===== src/rtl/fifo_ctrl_pkg.sv =====
// -----------------------------------------------------------------------------
// fifo_ctrl_pkg
// Shared definitions for the FIFO pointer/flag controller: FSM state encoding,
// default geometry constants and default almost-full/almost-empty thresholds.
// No ports; imported by fifo_ctrl and fifo_ptr.
// -----------------------------------------------------------------------------
package fifo_ctrl_pkg;

    localparam int DEF_DATA_SIZE = 10;
    localparam int DEF_MAIN_SIZE = 8;
    localparam int DEF_PTR_SIZE  = 3;

    // Almost-empty default: one word left counts as "almost empty"
    localparam int DEF_AE_TH = 1;

    typedef enum logic [1:0] {
        RESET  = 2'd0,
        INIT   = 2'd1,
        IDLE   = 2'd2,
        ACTIVE = 2'd3
    } fifo_state_t;

    // Almost-full default sits one word below the full depth
    function automatic int default_af_th(input int depth);
        return depth - 1;
    endfunction

endpackage


===== src/rtl/fifo_ptr.sv =====
// -----------------------------------------------------------------------------
// fifo_ptr
// Wrap-around pointer register used for both the write and read addresses of
// the FIFO storage array. Wraps naturally modulo 2**PTR_SIZE.
// Ports:
//   clk    - clock, pointer advances on posedge
//   reset  - asynchronous active-low reset, forces pointer to 0
//   clear  - synchronous clear to 0 (has priority over en)
//   en     - advance pointer by one
//   ptr    - current pointer value
// -----------------------------------------------------------------------------
module fifo_ptr
    import fifo_ctrl_pkg::*;
#(
    parameter int PTR_SIZE = DEF_PTR_SIZE
) (
    input  logic                clk,
    input  logic                reset,
    input  logic                clear,
    input  logic                en,
    output logic [PTR_SIZE-1:0] ptr
);

    // Pointer register: clear wins over increment so that a re-initialisation
    // discards any strobe issued in the same cycle
    always_ff @(posedge clk or negedge reset) begin
        if (!reset) begin
            ptr <= '0;
        end else if (clear) begin
            ptr <= '0;
        end else if (en) begin
            ptr <= ptr + PTR_SIZE'(1);
        end
    end

endmodule


===== src/rtl/fifo_ctrl.sv =====
// -----------------------------------------------------------------------------
// fifo_ctrl
// Pointer/flag controller for a FIFO storage array. Turns producer push and
// consumer pop requests into write/read strobes and addresses, tracks
// occupancy, decodes full/empty/almost flags against thresholds latched in the
// INIT state, and raises a sticky error on overflow or underflow.
// Ports:
//   clk           - clock
//   reset         - asynchronous active-low reset
//   init          - return to INIT, latch af_th/ae_th, clear pointers/count/error
//   push, pop     - producer write / consumer read requests
//   af_th, ae_th  - almost-full / almost-empty thresholds
//   write, read   - strobes to the storage array (combinational)
//   wr_ptr,rd_ptr - storage addresses
//   count         - occupancy 0..MAIN_SIZE
//   full, empty, almost_full, almost_empty - status flags from registered count
//   error         - sticky overflow/underflow
//   state         - FSM state for debug
//   hwm           - high-water mark (only when FIFO_HWM_EN is defined)
// Optional feature macro: FIFO_HWM_EN
// -----------------------------------------------------------------------------
module fifo_ctrl
    import fifo_ctrl_pkg::*;
#(
    parameter int DATA_SIZE = DEF_DATA_SIZE,
    parameter int MAIN_SIZE = DEF_MAIN_SIZE,
    parameter int PTR_SIZE  = DEF_PTR_SIZE
) (
    input  logic                clk,
    input  logic                reset,
    input  logic                init,
    input  logic                push,
    input  logic                pop,
    input  logic [PTR_SIZE:0]   af_th,
    input  logic [PTR_SIZE:0]   ae_th,
    output logic                write,
    output logic                read,
    output logic [PTR_SIZE-1:0] wr_ptr,
    output logic [PTR_SIZE-1:0] rd_ptr,
    output logic [PTR_SIZE:0]   count,
    output logic                full,
    output logic                empty,
    output logic                almost_full,
    output logic                almost_empty,
    output logic                error,
    output logic [1:0]          state
`ifdef FIFO_HWM_EN
    ,
    output logic [PTR_SIZE:0]   hwm
`endif
);

    localparam logic [PTR_SIZE:0] FULL_COUNT = (PTR_SIZE+1)'(MAIN_SIZE);
    localparam logic [PTR_SIZE:0] ONE_COUNT  = (PTR_SIZE+1)'(1);
    localparam logic [PTR_SIZE:0] RESET_AF   = (PTR_SIZE+1)'(default_af_th(MAIN_SIZE));
    localparam logic [PTR_SIZE:0] RESET_AE   = (PTR_SIZE+1)'(DEF_AE_TH);

    // A non-power-of-two depth or an empty data word cannot work with natural
    // pointer wrap; such a build shows up as g_bad_config in the hierarchy
    generate
        if (DATA_SIZE < 1 || MAIN_SIZE != (1 << PTR_SIZE)) begin : g_bad_config
        end
    endgenerate

    fifo_state_t       state_q;
    fifo_state_t       state_d;
    logic [PTR_SIZE:0] count_q;
    logic [PTR_SIZE:0] count_d;
    logic [PTR_SIZE:0] af_q;
    logic [PTR_SIZE:0] ae_q;
    logic              error_q;
    logic              operating;
    logic              clear_all;
    logic              overflow;
    logic              underflow;

    // Requests only take effect in IDLE/ACTIVE; RESET and INIT hold everything
    // cleared, and an init request from IDLE/ACTIVE clears on the same edge
    assign operating = (state_q == IDLE) || (state_q == ACTIVE);
    assign clear_all = ~operating | init;

    // Flags come from the registered count, so they lag the causing edge
    assign full         = (count_q == FULL_COUNT);
    assign empty        = (count_q == '0);
    assign almost_full  = (count_q >= af_q);
    assign almost_empty = (count_q <= ae_q);

    // A push into a full FIFO is still allowed when a pop frees the slot in
    // the same cycle; a pop from an empty FIFO is never allowed
    assign write     = operating & push & (~full | pop);
    assign read      = operating & pop & ~empty;
    assign overflow  = operating & push & full & ~pop;
    assign underflow = operating & pop & empty;

    assign count = count_q;
    assign error = error_q;
    assign state = state_q;

    // Next occupancy: simultaneous write and read cancel out
    always_comb begin
        count_d = count_q;
        if (write && !read) begin
            count_d = count_q + ONE_COUNT;
        end else if (read && !write) begin
            count_d = count_q - ONE_COUNT;
        end
    end

    // Next-state logic: IDLE/ACTIVE follow the occupancy the FIFO will have
    // after this edge, init always pulls back to INIT
    always_comb begin
        state_d = state_q;
        case (state_q)
            RESET:   state_d = INIT;
            INIT:    if (!init) state_d = IDLE;
            IDLE,
            ACTIVE: begin
                if (init) begin
                    state_d = INIT;
                end else if (count_d == '0) begin
                    state_d = IDLE;
                end else begin
                    state_d = ACTIVE;
                end
            end
            default: state_d = RESET;
        endcase
    end

    // FSM state register
    always_ff @(posedge clk or negedge reset) begin
        if (!reset) begin
            state_q <= RESET;
        end else begin
            state_q <= state_d;
        end
    end

    // Occupancy, sticky error and threshold latches. Thresholds are sampled
    // every INIT cycle so the value present when init drops is the one kept
    always_ff @(posedge clk or negedge reset) begin
        if (!reset) begin
            count_q <= '0;
            error_q <= 1'b0;
            af_q    <= RESET_AF;
            ae_q    <= RESET_AE;
        end else begin
            if (clear_all) begin
                count_q <= '0;
                error_q <= 1'b0;
            end else begin
                count_q <= count_d;
                if (overflow || underflow) begin
                    error_q <= 1'b1;
                end
            end
            if (state_q == INIT) begin
                af_q <= af_th;
                ae_q <= ae_th;
            end
        end
    end

    fifo_ptr #(
        .PTR_SIZE (PTR_SIZE)
    ) u_wr_ptr (
        .clk   (clk),
        .reset (reset),
        .clear (clear_all),
        .en    (write),
        .ptr   (wr_ptr)
    );

    fifo_ptr #(
        .PTR_SIZE (PTR_SIZE)
    ) u_rd_ptr (
        .clk   (clk),
        .reset (reset),
        .clear (clear_all),
        .en    (read),
        .ptr   (rd_ptr)
    );

`ifdef FIFO_HWM_EN
    logic [PTR_SIZE:0] hwm_q;

    // High-water mark tracks the largest occupancy reached since the last
    // reset or re-initialisation
    always_ff @(posedge clk or negedge reset) begin
        if (!reset) begin
            hwm_q <= '0;
        end else if (clear_all) begin
            hwm_q <= '0;
        end else if (count_d > hwm_q) begin
            hwm_q <= count_d;
        end
    end

    assign hwm = hwm_q;
`endif

endmodule

===== config.mk =====
export PLATFORM = sky130hd
export DESIGN_NAME = fifo_ctrl
export DESIGN_NICKNAME = d
export VERILOG_FILES = /design/src/rtl/fifo_ctrl_pkg.sv /design/src/rtl/fifo_ptr.sv /design/src/rtl/fifo_ctrl.sv
export SDC_FILE = /design/constraint.sdc
export NUM_CORES = 1
export LEC_CHECK = 0
export CAP_MARGIN = 20
export CORE_MARGIN = 1
export CORE_UTILIZATION = 35
export CTS_CLUSTER_DIAMETER = 50
export DETAILED_ROUTE_END_ITERATION = 6
export PLACE_DENSITY = 0.72
export SLEW_MARGIN = 20
export SYNTH_ARGS = -nofsm -noshare
export SYNTH_HDL_FRONTEND = slang
export SYNTH_SLANG_ARGS = --single-unit

===== constraint.sdc =====
create_clock -name clk -period 5.55 [get_ports clk]
set_input_delay 0.555 -clock clk [delete_from_list [all_inputs] [get_ports clk]]
set_output_delay 0.555 -clock clk [all_outputs]
set_load 0.01 [all_outputs]

==> impl_metrics.csv, run 1 <==
group,metric,value,unit
outcome,outcome,"finished, final reports clean",
floorplan,fp.coreArea,0.00339,sq mm
floorplan,die_w,61.9,um
clocking,cts_tree,"done",
power_and_ir_drop,p_seq_share,50.5,%
clocking,post_cts_resized,0,
timing,max_slew_margin,36.7,%
yosys,yosysUniqueCellTypes,34,
detailed_routing,ant_nets,0,
worst_setup_path,crit_chain,"inv_1, ha_1, nor2b_1, a31oi_1, clkdlybuf4s50_1",
floorplan,fp.dieH,61.9,um
flow_run,cap_violations,0,
global_route,antenna_found_initial,0,
cells_and_area,register_area,531,sq um
global_route,grt_overflow_total,0,
global_route,grt_pass1_vias,923,
power_and_ir_drop,p_comb_share,28.0,%
power_and_ir_drop,total_power,364,uW
power_and_ir_drop,p_int,255,uW
timing,min_period,2.97,ns
worst_setup_path,cp_data_required_time,4.99,ns
yosys,syn_nets,155,
cells_and_area,antennaDiodeCount,0,
floorplan,ios,32,
yosys,async_reset_ff_share,100,%
timing,skew,0.00374,ns
floorplan,initial_core_util,37.1,%
worst_setup_path,crit_type,"flop to output port",
cells_and_area,fillers,324,
timing,finalHoldViolCount,0,
placed_design,dp_hpwl,2.02,mm
clocking,root_buffer,"clkbuf_4",
placed_design,place.gp.congestion,0.884,
yosys,syn_avg_cell_area,9.67,sq um
power_and_ir_drop,p_per_area,222,mW/mm^2
yosys,yosys.area.top_type,"dfrtp_1",
clocking,cts-htree-levels,1,
detailed_routing,dr.pass1.iters,4,
worst_setup_path,max_stage_delay,0.64,ns
power_and_ir_drop,pwr-share-clk,21.5,%
yosys,ys_ff_latch,21,
yosys,synth_ff_type,"dfrtp_1",
worst_setup_path,cp.arrival,2.42,ns
worst_setup_path,crit_slowest_cell,"clkdlybuf4s50_1",
power_and_ir_drop,power.switching,109,uW
worst_setup_path,path_buf_inv,2,
yosys,ys.warnings.count,0,
detailed_routing,wl_per_cell,12.7,um
placed_design,portBuffers,31,
timing,period_share,53.6,%
detailed_routing,first_iter_violations,21,
timing,setup_viol,0,
clocking,cts_made_buffers,3,
clocking,ctsHoldBuffers,0,
global_route,track_usage,14.7,%
worst_setup_path,crit_fanout,7,
worst_setup_path,end_kind,"output port",
detailed_routing,vias_per_cell,5.00,
clocking,cts_setup_buffers,0,
timing,rsz0062_at_grt,"false",
clocking,clock_path_buffers,2,
yosys,netlist_instances,130,
detailed_routing,wl,2.66,mm
yosys,ys_seq_area_share,42.2,%
worst_hold_path,hp-class,"flop to flop",
clocking,clk_pin_slew,0.12,ns
power_and_ir_drop,switching_share,30.0,%
cells_and_area,multi_input_area,671,sq um
detailed_routing,drc,0,
cells_and_area,area_growth,30.1,%
floorplan,dieArea,0.00384,sq mm
timing,fmax,336,MHz
clocking,cts.sink_count,21,
global_route,grt_max_degree,22,
global_route,grt_pass1_wl,4.06,mm
timing,slew_violations,0,
yosys,synth_area,0.00126,sq mm
yosys,synth_edf_count,0,
worst_setup_path,crit_path_start_kind,"flop",
worst_setup_path,crit_family,"buffers and inverters",
detailed_routing,num_vias,1044,
yosys,synth_top_area_share,33.8,%
timing,fin_setup_tns,0,ns
power_and_ir_drop,vdd_drop_max,0.000102,V
yosys,netlist_top_cells_area,"dfrtp_1 34%, ha_1 12%, dfstp_2 8.4%",
power_and_ir_drop,p_leak,0.712,nW
yosys,synthTopCellsByCount,"17 x dfrtp_1, 17 x nor2_1, 13 x nand2_1",
timing,tightest_slew,0.947,ns
cells_and_area,nNetsFinal,189,
cells_and_area,drive_gt1_share,9.82,%
clocking,clock_latency,0.32,ns
floorplan,fp-row-count,21,
[cell families (layout without fill, tap and decap cells)]
group	count (synthesis)	count (layout)	synth area share (%)
compound gates	26	26	14.5
xor+xnor	4	4	2.79
fa+ha+maj	12	12	11.9
buf+inv	13	46	4.48
flops	21	21	42.2
mux	5	5	4.28
simple gates	49	49	19.8
[cell type report]
cell class / count / area share, %
flip-flops and latches: 21 / 32.4
clock buffers: 4 / 1.61
multi-input cells: 96 / 41.0
repair buffers: 31 / 19.0
inverters: 11 / 2.52
well taps: 46 / 3.52
[worst register-to-register path, stage by stage, from the launching register on]
cell       delay [ns]
dfrtp_1          0.50
inv_1            0.12
ha_1             0.27
nor3b_2          0.21
nor3_1           0.43
mux2i_1          0.14
o2bb2ai_1        0.20
a41oi_2          0.13
[placed cells by master, fill, tap and decap left out, drive strengths merged, types with 2 or more instances in the layout]
master | Yosys | layout
a211oi | 2 | 2
dfstp | 4 | 4
dfrtp | 17 | 17
mux2 | 3 | 3
xor2 | 3 | 3
clkbuf | 1 | 4
nor2b | 4 | 4
mux2i | 2 | 2
inv | 11 | 11
nand2b | 5 | 5
clkdlybuf4s50 | 0 | 31
and2b | 3 | 3
nor3 | 2 | 2
nand2 | 13 | 13
o21ai | 11 | 11
nor2 | 17 | 17
ha | 12 | 12
a21oi | 5 | 5
[routing by layer]
metal,vias to the layer above,track usage [%],wire (um),share of wire [%]
met5,-,0,0,0
met4,0,8.25,65,2.4
met3,7,1.24,79,3.0
met2,20,24.5,1360,51
met1,508,18.8,1150,43
li1,509,-,-,-
[power groups by stage]
| stage | Clock [mW] | Combinational, mW | Sequential [mW] |
|---|---|---|---|
| final | 0.0783 | 0.102 | 0.184 |
| after global routing | 0.0870 | 0.115 | 0.186 |
| after CTS | 0.0815 | 0.103 | 0.184 |
| after detailed placement | 0 | 0.103 | 0.187 |
| after global placement | 0 | 0.0986 | 0.186 |
| after floorplan | 0 | 0.0612 | 0.186 |
[registers in the layout (all words and copies together) (netlist names)]
signal / cells
count: 4
u_rd_ptr.ptr: 3
af_q: 4
u_wr_ptr.ptr: 3
state: 2
error: 1
ae_q: 4
[worst paths after layout]
path	from	to	slack (ns)	cells past startpoint
setup reg to reg	count[1]$_DFF_PN0_	state[0]$_DFFE_PN0P_	3.42	7
hold reg to reg	error$_DFFE_PN0P_	error$_DFFE_PN0P_	0.51	2
max in group asynchronous	reset	state[0]$_DFFE_PN0P_	4.22	1
hold / removal	error$_DFFE_PN0P_	error$_DFFE_PN0P_	0.51	2
min in group asynchronous	reset	count[1]$_DFF_PN0_	0.75	1
setup / recovery	count[1]$_DFF_PN0_	write	2.58	5
[through the flow]
step | instance area (sq um) | setup WS (ns) | util, % | cells | hold slack, ns
after CTS | 1640 | 2.60 | 48.3 | 209 | 0.525
after global placement | 1610 | 2.78 | 47.5 | 205 | 0.484
final | 1640 | 2.58 | 48.3 | 209 | 0.515
after global routing | 1640 | 2.42 | 48.3 | 209 | 0.554
after floorplan | 1260 | 3.60 | - | 130 | 0.259
after detailed placement | 1610 | 2.75 | 47.5 | 205 | 0.497
Note: power is estimated with default switching activity, not from simulation.
==> run 2: changes to the inputs <==
clock period = 2.82 ns   (was 5.55 ns; I/O delays follow)
==> impl_metrics.csv, run 2 (synthesis gave the netlist of run 1 again) <==
group,metric,value,unit
power_and_ir_drop,p_per_area,434,mW/mm^2
global_route,track_usage,14.9,%
clocking,cts-htree-levels,1,
detailed_routing,num_vias,1042,
detailed_routing,wl_per_cell,12.5,um
floorplan,fp.dieH,61.9,um
timing,setup_viol,0,
placed_design,dp_hpwl,2.07,mm
detailed_routing,wl,2.65,mm
worst_setup_path,r2r-end,"state[0]$_DFFE_PN0P_",
clocking,root_buffer,"clkbuf_4",
timing,slew_violations,0,
cells_and_area,layout_common_cells,"30 x clkdlybuf4s50_1, 17 x nor2_1, 17 x dfrtp_1, 13 x nand2_1, 12 x ha_1",
detailed_routing,drc,0,
floorplan,fp.coreArea,0.00339,sq mm
global_route,antenna_found_initial,0,
placed_design,placedCellCount,206,
floorplan,initial_core_util,37.1,%
clocking,clk_pin_slew,0.12,ns
cells_and_area,finalNonFillerCells,211,
global_route,grt_max_degree,22,
clocking,cts_setup_buffers,0,
timing,period_share,93.9,%
timing,whs,0.467,ns
worst_setup_path,end_kind,"output port",
timing,min_period,2.65,ns
power_and_ir_drop,vdd_drop_max,0.000267,V
worst_setup_path,cp.arrival,2.37,ns
clocking,clock_latency,0.30,ns
timing,skew,0.00513,ns
worst_setup_path,ff2ff_path_depth,7,
global_route,grt_overflow_total,0,
worst_setup_path,crit_path_start_kind,"flop",
worst_setup_path,cp_data_required_time,2.54,ns
clocking,cts_made_buffers,3,
clocking,cts.sink_count,21,
floorplan,dieArea,0.00384,sq mm
timing,finalHoldViolCount,0,
floorplan,ios,32,
worst_setup_path,r2r_slack,0.69,ns
power_and_ir_drop,total_power,716,uW
worst_setup_path,crit_type,"flop to output port",
cells_and_area,layout_commonest_cell,"clkdlybuf4s50_1",
cells_and_area,nNetsFinal,191,
detailed_routing,vias_per_cell,4.94,
detailed_routing,ant_nets,0,
global_route,grt_pass1_vias,955,
cells_and_area,area_growth,31.1,%
placed_design,place.gp.congestion,0.894,
clocking,clock_path_buffers,2,
detailed_routing,dr.pass1.iters,5,
placed_design,portBuffers,31,
worst_hold_path,hp-class,"input port to async pin",
global_route,grt_pass1_wl,4.17,mm
clocking,cts_tree,"done",
cells_and_area,antennaDiodeCount,0,
placed_design,placed_cell_area,0.00162,sq mm
cells_and_area,fin_area,0.00165,sq mm
timing,tightest_slew,0.468,ns
power_and_ir_drop,p_leak,0.721,nW
worst_setup_path,r2r-start,"count[0]$_DFF_PN0_",
timing,max_slew_margin,68.8,%
detailed_routing,first_iter_violations,19,
worst_setup_path,crit_fanout,6,
outcome,outcome,"finished, final reports clean",
floorplan,fp-row-count,21,
floorplan,die_w,61.9,um
flow_run,cap_violations,0,
timing,fin_setup_tns,0,ns
timing,fmax,378,MHz
cells_and_area,drive_gt1_share,10.9,%
timing,rsz0062_at_grt,"false",
run 2: changes by cell type in the layout (fill, tap and decap cells not counted), sizes merged:
cell,change
clkdlybuf4s50,-1
buf,+2
dlygate4sd3,+1
run 2: where the power goes:
part           internal [mW]  switching, mW
logic                  0.105         0.0999
clock network         0.0551         0.0944
registers              0.344         0.0173
run 2: critical path: stages (launching register included):
cell	delay [ns]
dfrtp_1	0.43
inv_1	0.14
ha_1	0.30
nor2b_1	0.18
a31oi_1	0.40
clkdlybuf4s50_1	0.62
run 2: metrics by stage:
stage          utilization [%]  worst slack (ns)
5_1_grt                   48.7            0.0355
6_report                  48.7             0.171
3_5_place_dp              47.7             0.531
3_3_place_gp              47.7             0.591
4_1_cts                   48.5             0.180
2_1_floorplan                -             0.874
run 2: worst max path at each step:
stage / end / slack [ns] / from
6_report: write / 0.17 / count[0]$_DFF_PN0_
3_5_place_dp: write / 0.53 / count[0]$_DFF_PN0_
4_1_cts: write / 0.18 / count[0]$_DFF_PN0_
5_1_grt: write / 0.04 / count[1]$_DFF_PN0_
2_1_floorplan: state[0]$_DFFE_PN0P_ / 0.87 / count[0]$_DFF_PN0_
3_3_place_gp: write / 0.59 / count[1]$_DFF_PN0_
run 2: final cells by class:
type	instances	area (sq um)
multi-input combinational	96	671
tap	46	57.6
inverter	11	41.3
timing repair buffer	33	323
sequential	21	531
fill	319	1740
clock buffer	4	26.3
run 2: what timing repair did:
| action | CTS | global route |
|---|---|---|
| endpoints found under the setup margin | 0 | 0 |
| resized for setup | 0 | 0 |
| hold endpoints to repair | 0 | 17 |
| hold buffers | 0 | 1 |
run 2: per-layer routing:
metal  global-route usage, %  up-vias  share of wire (%)
met4                    8.89        0                1.4
li1                        -      513                  -
met2                    25.7       19                 52
met1                    17.5      508                 43
met5                       0        -                  0
met3                    2.28        2                3.3
==> run 3: changes to the inputs <==
CORE_MARGIN = 4   (was 1)
==> impl_metrics.csv, run 3 (synthesis gave the netlist of run 1 again) <==
group,metric,value,unit
global_route,grt_pass1_wl,4.71,mm
detailed_routing,wl_per_cell,13.8,um
clocking,clk_pin_slew,0.12,ns
timing,rsz0062_at_grt,"false",
cells_and_area,area_growth,30.7,%
placed_design,place.gp.congestion,0.816,
worst_setup_path,crit_fanout,7,
detailed_routing,num_vias,1064,
worst_setup_path,cp_data_required_time,2.54,ns
clocking,cts_setup_buffers,0,
clocking,cts-htree-levels,1,
clocking,cts_tree,"done",
worst_setup_path,cp.arrival,2.41,ns
floorplan,fp.coreArea,0.00342,sq mm
cells_and_area,layout_common_cells,"31 x clkdlybuf4s50_1, 17 x nor2_1, 17 x dfrtp_1, 13 x nand2_1, 12 x ha_1",
clocking,root_buffer,"clkbuf_4",
timing,setup_viol,0,
global_route,grt_max_degree,22,
timing,fmax,372,MHz
power_and_ir_drop,vdd_drop_max,0.000160,V
worst_setup_path,end_kind,"output port",
cells_and_area,antennaDiodeCount,0,
global_route,grt_pass1_vias,1061,
placed_design,dp_hpwl,2.24,mm
worst_hold_path,hp-class,"input port to async pin",
clocking,ctsHoldBuffers,0,
floorplan,dieArea,0.00462,sq mm
clocking,clock_path_buffers,2,
floorplan,die_w,67.9,um
clocking,cts_made_buffers,3,
timing,whs,0.486,ns
timing,skew,0.00413,ns
worst_setup_path,crit_path_start_kind,"flop",
detailed_routing,drc,0,
clocking,post_cts_resized,0,
cells_and_area,fillers,331,
floorplan,ios,32,
detailed_routing,vias_per_cell,5.07,
clocking,cts.sink_count,21,
worst_setup_path,crit_type,"flop to output port",
flow_run,cap_violations,0,
worst_setup_path,cp-startpoint,"count[1]$_DFF_PN0_",
floorplan,fp.dieH,67.9,um
timing,period_share,95.4,%
timing,finalHoldViolCount,0,
power_and_ir_drop,p_leak,0.717,nW
timing,slew_violations,0,
detailed_routing,wl,2.90,mm
detailed_routing,ant_nets,0,
clocking,clock_latency,0.30,ns
detailed_routing,first_iter_violations,25,
detailed_routing,dr.pass1.iters,4,
cells_and_area,drive_gt1_share,10.4,%
floorplan,initial_core_util,36.8,%
global_route,grt_overflow_total,0,
global_route,track_usage,13.6,%
worst_setup_path,r2r-start,"count[1]$_DFF_PN0_",
floorplan,fp-row-count,21,
timing,fin_setup_tns,0,ns
timing,tightest_slew,0.941,ns
power_and_ir_drop,p_per_area,435,mW/mm^2
outcome,outcome,"finished, final reports clean",
timing,min_period,2.69,ns
cells_and_area,nNetsFinal,190,
timing,max_slew_margin,37.0,%
global_route,antenna_found_initial,0,
placed_design,portBuffers,31,
cells_and_area,layout_commonest_cell,"clkdlybuf4s50_1",
-- run 3: changes by cell type in the layout (fill, tap and decap cells not counted), sizes merged --
cell,before,now
clkdlybuf4s50,30,31
buf,2,1
dlygate4sd3,1,0
-- run 3: area by class of cell --
cell class / count / area (sq um) / share of cell area (%)
multi-input cells: 96 / 671 / 40.8
flip-flops and latches: 21 / 531 / 32.3
repair buffers: 32 / 318 / 19.3
inverters: 11 / 41.3 / 2.51
clock buffers: 4 / 26.3 / 1.60
well taps: 46 / 57.6 / 3.50
-- run 3: worst max-delay path, stage by stage (launching register included) --
cell	delay, ns
dfrtp_1	0.48
inv_1	0.12
ha_1	0.26
nor2b_1	0.17
a31oi_1	0.43
clkdlybuf4s50_1	0.63
-- run 3: per-layer routing --
metal  track usage [%]  share of wire (%)
met1              16.8                 43
met2              23.3                 52
met3              1.81                3.7
met4              6.20                1.4
met5                 0                  0
-- run 3: worst paths after layout --
kind | endpoint | slack, ns | cells after the start
worst max-delay path | write | 0.13 | 5
worst min-delay path | ae_q[2]$_DFFE_PN0N_ | 0.49 | 1
worst max register to register | state[0]$_DFFE_PN0P_ | 0.70 | 7
worst min register to register | error$_DFFE_PN0P_ | 0.51 | 2
max in group asynchronous | error$_DFFE_PN0P_ | 1.76 | 1
min in group clk | af_q[2]$_DFFE_PN1N_ | 0.49 | 3
-- run 3: power by group --
group / internal, mW / switching (mW)
Combinational: 0.104 / 0.100
Clock: 0.0551 / 0.0945
Sequential: 0.344 / 0.0179
-- run 3: through the flow --
step / instance area [sq um] / std cells / worst slack [ns] / util, % / total power [mW]
detailed placement: 1620 / 206 / 0.472 / 47.4 / 0.573
global placement: 1620 / 206 / 0.581 / 47.4 / 0.565
floorplan: 1260 / 130 / 0.874 / - / 0.486
global route: 1640 / 210 / 0.00516 / 48.1 / 0.764
CTS: 1640 / 210 / 0.114 / 48.1 / 0.722
finish: 1640 / 210 / 0.129 / 48.1 / 0.715
